[config.mk]
export PLATFORM = sky130hd
export DESIGN_NAME = step_dir_generator
export DESIGN_NICKNAME = d
export VERILOG_FILES = /design/src/rtl/step_gen_pkg.sv /design/src/rtl/step_dir_generator_phase_timer.sv /design/src/rtl/step_dir_generator.sv
export SDC_FILE = /design/constraint.sdc
export NUM_CORES = 1
export LEC_CHECK = 0
export CELL_PAD_IN_SITES_DETAIL_PLACEMENT = 1
export CELL_PAD_IN_SITES_GLOBAL_PLACEMENT = 2
export CORE_MARGIN = 2
export CORE_UTILIZATION = 42
export DETAILED_ROUTE_END_ITERATION = 10
export DONT_BUFFER_PORTS = 1
export PLACE_DENSITY = 0.82
export SKIP_LAST_GASP = 1
export SLEW_MARGIN = 10
export SYNTH_ARGS = -nofsm -noshare
export SYNTH_HDL_FRONTEND = slang
export SYNTH_HIERARCHICAL = 1
export SYNTH_SLANG_ARGS = --single-unit
[constraint.sdc]
create_clock -name clk -period 8.79 [get_ports clk]
set_clock_uncertainty 0.15 [all_clocks]
set_input_delay 1.758 -clock clk [delete_from_list [all_inputs] [get_ports clk]]
set_output_delay 1.758 -clock clk [all_outputs]
set_load 0.1 [all_outputs]
[src/rtl/step_gen_pkg.sv]
// Shared types and helpers for the step/dir pulse generator.
// Holds the FSM state encoding and the timer width calculation.
// No ports; imported by step_dir_generator and phase_timer.
package step_gen_pkg;

  typedef logic [1:0] state_t;

  localparam state_t ST_IDLE       = 2'd0;
  localparam state_t ST_DIR_SETUP  = 2'd1;
  localparam state_t ST_PULSE_HIGH = 2'd2;
  localparam state_t ST_PULSE_LOW  = 2'd3;

  // One spare bit above the largest tick count so every load value fits
  // without truncation, including power-of-two tick counts.
  function automatic int timer_width(input int a, input int b, input int c);
    int m;
    m = a;
    if (b > m) m = b;
    if (c > m) m = c;
    return $clog2(m) + 1;
  endfunction

endpackage

[src/rtl/step_dir_generator_phase_timer.sv]
// Loadable down-counter shared by the DIR_SETUP, PULSE_HIGH and PULSE_LOW phases.
// Latency: load takes effect on the next edge; done is combinational (count == 0).
// No backpressure: counts down by one per cycle until it reaches zero and holds.
// Ports: clk, reset (sync, active-high), load/load_val (restart), done (count is zero).
module phase_timer #(
  parameter int WIDTH = 8
) (
  input  logic             clk,
  input  logic             reset,
  input  logic             load,
  input  logic [WIDTH-1:0] load_val,
  output logic             done
);

  logic [WIDTH-1:0] count;

  always_ff @(posedge clk) begin
    if (reset) begin
      count <= '0;
    end else if (load) begin
      count <= load_val;
    end else if (count != '0) begin
      count <= count - WIDTH'(1);
    end
  end

  assign done = (count == '0);

endmodule

[src/rtl/step_dir_generator.sv]
// Turns single-cycle step requests into driver-legal STEP/DIR pulses via a
// signed pending-step queue and a setup/high/low timing FSM.
// Latency: a request sampled at edge N with matching direction raises step_out at N+2.
// Backpressure: none upstream; requests always queue, and a request that would
// saturate the queue is dropped and latched in the sticky overflow flag.
// Optional: define STEP_COUNTER_EN to add the motor_position output and counter.
// Ports:
//   clk, reset            clock and synchronous active-high reset
//   step_req, step_dir    one-cycle request and its direction (1 = forward)
//   enable                1 allows new pulses / direction changes to start
//   overflow_clr          clears the sticky overflow flag
//   step_out, dir_out     registered STEP/DIR to the driver
//   busy                  FSM active or steps still queued
//   pending               signed net queued steps
//   overflow              sticky dropped-request flag
//   motor_position        signed emitted-step count (STEP_COUNTER_EN only)
module step_dir_generator
  import step_gen_pkg::*;
#(
  parameter int STEP_PULSE_TICKS = 120,
  parameter int STEP_LOW_TICKS   = 120,
  parameter int DIR_SETUP_TICKS  = 60,
  parameter int PENDING_BITS     = 8,
  parameter int COUNT_BITS       = 32
) (
  input  logic                    clk,
  input  logic                    reset,
  input  logic                    step_req,
  input  logic                    step_dir,
  input  logic                    enable,
  input  logic                    overflow_clr,
  output logic                    step_out,
  output logic                    dir_out,
  output logic                    busy,
  output logic [PENDING_BITS-1:0] pending,
  output logic                    overflow
`ifdef STEP_COUNTER_EN
  ,
  output logic [COUNT_BITS-1:0]   motor_position
`endif
);

  localparam int TW = timer_width(STEP_PULSE_TICKS, STEP_LOW_TICKS, DIR_SETUP_TICKS);

  // The FSM leaves a timed state on the cycle it observes done, so the high
  // and low phases load N-1 to last exactly N cycles. DIR_SETUP loads the full
  // count, which puts the rising edge DIR_SETUP_TICKS+1 edges after dir_out moves.
  localparam logic [TW-1:0] LD_DIR  = TW'(DIR_SETUP_TICKS);
  localparam logic [TW-1:0] LD_HIGH = TW'(STEP_PULSE_TICKS - 1);
  localparam logic [TW-1:0] LD_LOW  = TW'(STEP_LOW_TICKS - 1);

  // Queue arithmetic is done one bit wider so out-of-range sums are visible.
  localparam int PW = PENDING_BITS + 1;
  localparam logic signed [PW-1:0] PEND_MAX = PW'((1 << (PENDING_BITS - 1)) - 1);
  localparam logic signed [PW-1:0] PEND_MIN = -PEND_MAX;
  localparam logic signed [PW-1:0] D_POS    = PW'(1);
  localparam logic signed [PW-1:0] D_NEG    = '1;
  localparam logic signed [PW-1:0] D_ZERO   = '0;

  state_t                   state;
  state_t                   state_nxt;
  logic                     step_nxt;
  logic                     dir_nxt;
  logic                     consume;
  logic                     tmr_load;
  logic [TW-1:0]            tmr_val;
  logic                     tmr_done;
  logic                     req_q;
  logic                     req_dir_q;
  logic                     pend_zero;
  logic                     pend_pos;
  logic signed [PW-1:0]     pend_ext;
  logic signed [PW-1:0]     req_delta;
  logic signed [PW-1:0]     cons_delta;
  logic signed [PW-1:0]     sum_noreq;
  logic signed [PW-1:0]     sum_all;
  logic                     ovf_evt;
  logic [PENDING_BITS-1:0]  pend_nxt;

  phase_timer #(
    .WIDTH(TW)
  ) u_phase_timer (
    .clk      (clk),
    .reset    (reset),
    .load     (tmr_load),
    .load_val (tmr_val),
    .done     (tmr_done)
  );

  assign pend_zero = (pending == '0);
  assign pend_pos  = !pending[PENDING_BITS-1] && !pend_zero;

  // Timing FSM. dir_out only moves when leaving IDLE or at DIR_SETUP expiry.
  always_comb begin
    state_nxt = state;
    step_nxt  = step_out;
    dir_nxt   = dir_out;
    consume   = 1'b0;
    tmr_load  = 1'b0;
    tmr_val   = '0;
    case (state)
      ST_IDLE: begin
        if (enable && !pend_zero) begin
          if (pend_pos == dir_out) begin
            state_nxt = ST_PULSE_HIGH;
            step_nxt  = 1'b1;
            consume   = 1'b1;
            tmr_load  = 1'b1;
            tmr_val   = LD_HIGH;
          end else begin
            state_nxt = ST_DIR_SETUP;
            dir_nxt   = pend_pos;
            tmr_load  = 1'b1;
            tmr_val   = LD_DIR;
          end
        end
      end
      ST_DIR_SETUP: begin
        if (tmr_done) begin
          // Dropping enable mid-setup parks in IDLE; dir_out is already
          // settled, so a later start from IDLE can pulse immediately.
          if (pend_zero || !enable) begin
            state_nxt = ST_IDLE;
          end else if (pend_pos == dir_out) begin
            state_nxt = ST_PULSE_HIGH;
            step_nxt  = 1'b1;
            consume   = 1'b1;
            tmr_load  = 1'b1;
            tmr_val   = LD_HIGH;
          end else begin
            dir_nxt  = pend_pos;
            tmr_load = 1'b1;
            tmr_val  = LD_DIR;
          end
        end
      end
      ST_PULSE_HIGH: begin
        if (tmr_done) begin
          state_nxt = ST_PULSE_LOW;
          step_nxt  = 1'b0;
          tmr_load  = 1'b1;
          tmr_val   = LD_LOW;
        end
      end
      ST_PULSE_LOW: begin
        if (tmr_done) begin
          state_nxt = ST_IDLE;
        end
      end
      default: begin
        state_nxt = ST_IDLE;
        step_nxt  = 1'b0;
      end
    endcase
  end

  // Queue update: the incoming request and the consumed step are applied in
  // the same cycle. Only the request is dropped when the sum would leave the
  // symmetric range; the consume always lands.
  assign pend_ext   = $signed({pending[PENDING_BITS-1], pending});
  assign req_delta  = !req_q   ? D_ZERO : (req_dir_q ? D_POS : D_NEG);
  assign cons_delta = !consume ? D_ZERO : (pend_pos  ? D_NEG : D_POS);
  assign sum_noreq  = pend_ext + cons_delta;
  assign sum_all    = sum_noreq + req_delta;
  assign ovf_evt    = req_q && ((sum_all > PEND_MAX) || (sum_all < PEND_MIN));
  assign pend_nxt   = ovf_evt ? sum_noreq[PENDING_BITS-1:0] : sum_all[PENDING_BITS-1:0];

  // step_req is registered on entry, which gives the two-edge request-to-pulse latency.
  always_ff @(posedge clk) begin
    if (reset) begin
      state     <= ST_IDLE;
      step_out  <= 1'b0;
      dir_out   <= 1'b1;
      pending   <= '0;
      overflow  <= 1'b0;
      req_q     <= 1'b0;
      req_dir_q <= 1'b0;
    end else begin
      state     <= state_nxt;
      step_out  <= step_nxt;
      dir_out   <= dir_nxt;
      pending   <= pend_nxt;
      req_q     <= step_req;
      req_dir_q <= step_dir;
      // A fresh drop outranks a clear arriving in the same cycle.
      if (ovf_evt) begin
        overflow <= 1'b1;
      end else if (overflow_clr) begin
        overflow <= 1'b0;
      end
    end
  end

  assign busy = (state != ST_IDLE) || !pend_zero;

`ifdef STEP_COUNTER_EN
  // Counts on the edge that raises step_out; dir_out is stable at that point.
  always_ff @(posedge clk) begin
    if (reset) begin
      motor_position <= '0;
    end else if (consume) begin
      if (dir_out) begin
        motor_position <= motor_position + COUNT_BITS'(1);
      end else begin
        motor_position <= motor_position - COUNT_BITS'(1);
      end
    end
  end
`else
`endif

endmodule
==> results of run 1 <==
==> sequential cells by signal, summed over array words and instances (netlist names) <==
| signal | count |
|---|---|
| pending | 8 |
| dir_out | 1 |
| state | 2 |
| overflow | 1 |
| step_out | 1 |
| req_dir_q | 1 |
| u_phase_timer/count | 8 |
| req_q | 1 |
==> worst max-delay path: stages <==
cell and delay (ps):
nand2_1 40, nor2_1 120, nand2_1 150, nor2_1 210, and2_1 380, ha_1 320
a211oi_1 260, nor2_1 110, nor3_1 220, a2bb2oi_1 340, ha_1 220, nand2_1 80
or3_1 410, a211o_1 320, nand3_2 110, o31ai_1 80, mux2_4 320, and2_4 210
a31o_1 210
==> layer usage <==
metal	up-vias	wire length, um
met4	0	32
met5	-	0
li1	784	-
met2	27	2090
met1	746	2260
met3	4	222
==> cell families (layout without fill, tap and decap cells) <==
family / after synthesis / count (layout) / synth area share
AO/OA/AOI/OAI: 58 / 58 / 0.224
XOR/XNOR: 20 / 20 / 0.101
other: 1 / 1 / 0.00199
AND/OR/NAND/NOR: 73 / 73 / 0.218
flip-flops: 23 / 23 / 0.245
multiplexers: 5 / 5 / 0.0293
adder cells (fa/ha/maj): 20 / 20 / 0.141
buffers and inverters: 16 / 14 / 0.0399
==> synthesized netlist by cell type, drive strengths merged (5+ instances only) <==
master  number
nor2b        6
o31ai        5
xnor2       14
nand3        5
nand2       22
a21oi       13
xor2         6
nor3         6
inv          9
ha          18
o21ai        9
nor2        11
dfxtp       23
a21o         5
clkbuf       5
==> final cells by class <==
class	count	area [um^2]
Clock buffer	3	41.3
Clock inverter	1	5.00
Timing Repair Buffer	1	7.51
Fill cell	531	2370
Sequential cell	23	460
Tap cell	52	65.1
Multi-Input combinational cell	177	1350
Inverter	9	33.8
==> layout by cell type, fill, tap and decap left out, types with 3 or more instances in the layout <==
master,netlist,final
mux2i_1,4,4
o21ai_0,6,6
nor2_1,11,11
nor3_1,6,6
clkbuf_8,0,3
ha_1,18,18
xnor2_1,12,12
inv_1,9,9
xor2_1,6,6
o21ai_1,3,3
a21o_1,5,5
o32ai_1,4,4
nor2b_1,6,6
o31ai_2,4,4
a211oi_1,4,4
dfxtp_1,23,23
nand4_1,4,4
nand2_1,22,22
nand3_1,4,4
a21oi_1,13,13
==> final timing paths <==
kind	start	end	slack [ps]
worst max-delay path	enable	pending[0]$_SDFF_PP0_	2940
worst min register to register	state[0]$_SDFFE_PP0P_	state[1]$_SDFFE_PP0P_	340
worst max register to register	pending[3]$_SDFF_PP0_	pending[0]$_SDFF_PP0_	2980
worst min-delay path	state[0]$_SDFFE_PP0P_	state[1]$_SDFFE_PP0P_	340
==> stage by stage <==
stage	instances	instance area, um^2	util	setup WS, ps	hold slack (ps)
after global routing	266	1960	0.453	2510	387
after CTS	266	1960	0.453	2940	354
after detailed placement	262	1910	0.442	2700	340
after floorplan	216	1880	-	3120	291
after global placement	262	1910	0.442	2880	315
final	266	1960	0.453	2940	345
==> flow_metrics.py, run 1 <==
metrics = {
    "status": {
        "status": "finished clean",
    },
    "sta": {
        "finalWorstPathRequiredPeriod_ps": 5850,
        "layout_worst_path_cycle_share": 0.666,
        "final-setup-viol-count": 0,
        "hold_viol_final": 0,
        "max_slew_violation_count": 0,
        "totalNegativeSetupSlack_ps": 0,
        "rsz_0062_raised_after_global_routing": "no",
        "worst_slew_margin_rel": 0.249,
        "worstMarginPinSlew_ps": 1120,
        "fmax_mhz": 171,
    },
    "logic_synthesis": {
        "ys_dominant_reg_cell": "dfxtp_1",
        "yosys_warnings": 6,
        "syn_avg_cell_area_um2": 8.71,
        "yosysTopAreaCell": "dfxtp_1",
        "post_synth_inst_count": 216,
        "synth.cell_area_um2": 1880,
        "synth_largest_type_area_fraction": 0.245,
        "synth_cell_type_count": 55,
        "postSynthNetCount": 242,
        "async_sr_flop_fraction": 0,
        "synth-seq-cells": 23,
        "synth-edff-count": 0,
        "synth.top_cells.by_area": "dfxtp_1 (24%), ha_1 (12%), xnor2_1 (5.6%)",
        "portion_of_the_post_synthesis_area_used_by_sequential_elements": 0.245,
    },
    "worst_setup_path": {
        "category_of_the_critical_setup_timing_path": "in -> reg",
        "end_kind": "flip-flop",
        "worstPathRequired_ps": 8810,
        "timing.reg2reg.worst_path_depth": 21,
        "crit_path_max_fanout": 8,
        "timing.critical_path.from_type": "input port",
        "cp.arrival_ps": 5880,
    },
    "global_routing": {
        "initial_antenna_violation_count": 0,
        "grt_use_met2": 0.309,
        "grtUsageMet1": 0.273,
        "grt_pass1_vias": 1599,
        "globalRouteMet3Util": 0.0427,
        "globalRoute.totalOverflow": 0,
        "global_route.peak_usage_layer": "met2",
        "gr-usage-all-layers": 0.194,
        "grt_start_max_net_pins": 23,
        "grt_first_pass_wirelength_um": 7840,
    },
    "clocking": {
        "clk_path_buf_depth": 2,
        "cts_hold_buf": 0,
        "cts_max_level": 1,
        "clk_pin_slew_worst_paths_ps": 90,
        "tritoncts.num_buffers": 3,
        "worstSkewPairLatency_ps": 270,
        "cts_repair_resize_count": 0,
        "cts_setup_buffers": 0,
        "clock_sink_count": 23,
        "cts_tree": "built",
        "cts_root_buffer": "clkbuf_8",
    },
    "route": {
        "num_vias": 1561,
        "ant_nets": 0,
        "vias_per_cell": 5.87,
        "drt_pre_antenna_iters": 4,
        "drc": 0,
        "post_drt_wl_per_cell_um": 17.3,
        "drt_iter0_drc": 55,
        "totalWireLength_um": 4610,
    },
    "flow_run": {
        "drv_cap": 0,
    },
    "die": {
        "io-pin-count": 18,
        "core_region_area_um2": 4320,
        "core.rowCount": 24,
        "initial_utilization": 0.435,
        "die_w_um": 70.9,
        "die_h_um": 70.9,
        "fp.dieArea_um2": 5030,
    },
    "min_path": {
        "worstHoldPathCells": 1,
        "min-delay-path-class": "reg -> reg",
    },
    "place": {
        "hpwlAfterDp_um": 3590,
        "numPortBuffers": 0,
        "place_congestion": 0.864,
    },
    "cells_and_area": {
        "areaGrowthSynthToFinish_pct": 4.13,
        "antenna-diode-count": 0,
        "count_of_nets_after_finishing": 241,
        "layout-drive-gt1-share": 0.0888,
    },
}
Power of run 1 is left out: the tool's default activity adds up to more than one toggle a clock period on the data nets, which glitch-free logic cannot reach.
==> run 2: changes to the inputs <==
--- a/config.mk
+++ b/config.mk
@@ -8,10 +8,10 @@
 export CELL_PAD_IN_SITES_DETAIL_PLACEMENT = 1
 export CELL_PAD_IN_SITES_GLOBAL_PLACEMENT = 2
 export CORE_MARGIN = 2
-export CORE_UTILIZATION = 42
+export CORE_UTILIZATION = 39
 export DETAILED_ROUTE_END_ITERATION = 10
 export DONT_BUFFER_PORTS = 1
-export PLACE_DENSITY = 0.82
+export PLACE_DENSITY = 0.77
 export SKIP_LAST_GASP = 1
 export SLEW_MARGIN = 10
 export SYNTH_ARGS = -nofsm -noshare
==> constraint.sdc (replaced) <==
create_clock -name clk -period 5.95 [get_ports clk]
set_clock_uncertainty 0.15 [all_clocks]
set_input_delay 1.19 -clock clk [delete_from_list [all_inputs] [get_ports clk]]
set_output_delay 1.19 -clock clk [all_outputs]
set_load 0.1 [all_outputs]
==> flow_metrics.py, run 2 (synthesis results as in run 1) <==
metrics = {
    "sta": {
        "final-setup-viol-count": 0,
        "hold_slack_ps": 349,
        "rsz_0062_raised_after_global_routing": "no",
        "max_slew_violation_count": 0,
        "worstMarginPinSlew_ps": 991,
        "totalNegativeSetupSlack_ps": 0,
        "post-route-worst-setup-slack_ps": 600,
        "worst_slew_margin_rel": 0.338,
        "finalWorstPathRequiredPeriod_ps": 5350,
        "layout_worst_path_cycle_share": 0.899,
        "hold_viol_final": 0,
        "fmax_mhz": 187,
    },
    "clocking": {
        "cts_root_buffer": "clkbuf_8",
        "clk_path_buf_depth": 2,
        "cts_tree": "built",
        "cts_setup_buffers": 0,
        "cts_max_level": 1,
        "cts_repair_resize_count": 0,
        "cts_hold_buf": 0,
        "tritoncts.num_buffers": 3,
        "clock_sink_count": 23,
        "clk_pin_slew_worst_paths_ps": 80,
        "worstSkewPairLatency_ps": 270,
    },
    "worst_setup_path": {
        "timing.reg2reg.worst_path_depth": 20,
        "end_kind": "flip-flop",
        "worstPathRequired_ps": 5970,
        "cp.arrival_ps": 5370,
        "ff2ff_setup_slack_ps": 600,
        "crit-reg2reg-capture": "pending[0]$_SDFF_PP0_",
        "category_of_the_critical_setup_timing_path": "reg -> reg",
        "timing.critical_path.from_type": "flip-flop",
        "crit_path_max_fanout": 8,
        "worst_r2r_startpoint": "u_phase_timer/count[3]$_SDFFE_PP0P_",
    },
    "cells_and_area": {
        "layout-drive-gt1-share": 0.126,
        "areaGrowthSynthToFinish_pct": 7.85,
        "count_of_nets_after_finishing": 250,
        "fin_util": 0.432,
        "antenna-diode-count": 0,
        "mostFrequentLayoutCell": "dfxtp_1",
        "most-common-layout-cells": "dfxtp_1 (23), nand2_1 (22), ha_1 (18)",
        "layout_top_registers": "pending x8, u_phase_timer/count x8, state x2",
    },
    "global_routing": {
        "grt_start_max_net_pins": 23,
        "grt_pass1_vias": 1625,
        "initial_antenna_violation_count": 0,
        "grt_first_pass_wirelength_um": 7960,
        "gr-usage-all-layers": 0.191,
        "globalRoute.totalOverflow": 0,
    },
    "die": {
        "io-pin-count": 18,
        "core_region_area_um2": 4690,
        "initial_utilization": 0.401,
        "core.rowCount": 25,
        "die_h_um": 73.4,
        "fp.dieArea_um2": 5390,
        "die_w_um": 73.4,
    },
    "route": {
        "totalWireLength_um": 4710,
        "drt_iter0_drc": 42,
        "num_vias": 1593,
        "post_drt_wl_per_cell_um": 17.0,
        "drc": 0,
        "drt_pre_antenna_iters": 4,
        "vias_per_cell": 5.75,
        "ant_nets": 0,
    },
    "status": {
        "status": "finished clean",
    },
    "min_path": {
        "min-delay-path-class": "reg -> reg",
        "holdCritStartpoint": "state[0]$_SDFFE_PP0P_",
        "hold_path_endpoint": "state[1]$_SDFFE_PP0P_",
        "worstHoldPathCells": 1,
    },
    "flow_run": {
        "drv_cap": 0,
    },
    "place": {
        "numPortBuffers": 0,
        "place_congestion": 0.868,
        "hpwlAfterDp_um": 3860,
        "post-place-ws_ps": 404,
    },
}
-- run 2: critical path: stages, from the launching register on --
cell       delay (ps)
dfxtp_1           380
nor4_4            410
and4bb_1          290
nand2b_1          140
nand2_1           130
nor2_1            220
and2_1            380
ha_1              310
a211oi_1          230
nor2_1            100
nor3_1            200
a2bb2oi_1         350
ha_1              230
nand2_1            80
or3_1             410
a211o_1           320
nand3_2           110
o31ai_1            90
mux2_4            300
and2_4            210
a31o_1            220
-- run 2: final cells by class --
cell class	count	area (um^2)
timing repair buffer	10	75.1
fill	564	2660
multi-input combinational	177	1350
tap	54	67.6
clock inverter	1	5.00
sequential	23	460
inverter	9	33.8
clock buffer	3	41.3
-- run 2: worst max-delay path by stage --
stage / startpoint / endpoint / slack (ps) / depth (start not counted)
after floorplan: pending[7]$_SDFF_PP0_ / pending[0]$_SDFF_PP0_ / 750 / 22
after CTS: u_phase_timer/count[3]$_SDFFE_PP0P_ / pending[0]$_SDFF_PP0_ / 590 / 20
final: u_phase_timer/count[3]$_SDFFE_PP0P_ / pending[0]$_SDFF_PP0_ / 600 / 20
after detailed placement: enable / pending[0]$_SDFF_PP0_ / 400 / 19
after global placement: enable / pending[0]$_SDFF_PP0_ / 580 / 19
after global routing: u_phase_timer/count[3]$_SDFFE_PP0P_ / pending[0]$_SDFF_PP0_ / 220 / 20
-- run 2: layer usage --
layer / routed length (um) / vias to the layer above / GRT usage / part of all wire
li1: - / 800 / - / -
met1: 2370 / 765 / 0.269 / 0.50
met2: 2090 / 24 / 0.291 / 0.44
met3: 205 / 4 / 0.0480 / 0.044
met4: 42 / 0 / 0.0525 / 0.0089
met5: 0 / - / 0 / 0
-- run 2: metrics by stage --
step / instance area, um^2 / instances
final: 2030 / 277
after CTS: 2030 / 277
after floorplan: 1880 / 216
after global placement: 1980 / 273
after detailed placement: 1980 / 273
after global routing: 2030 / 277
Power of run 2 is left out for the same reason.
==> run 3: changes to the inputs <==
--- a/config.mk
+++ b/config.mk
@@ -9,6 +9,7 @@
 export CELL_PAD_IN_SITES_GLOBAL_PLACEMENT = 2
 export CORE_MARGIN = 2
 export CORE_UTILIZATION = 39
+export CTS_CLUSTER_SIZE = 28
 export DETAILED_ROUTE_END_ITERATION = 10
 export DONT_BUFFER_PORTS = 1
 export PLACE_DENSITY = 0.77
==> results of run 3 <==
The final DEF is identical to that of run 2; final timing and power are the same.
Power of run 3 is left out for the same reason.
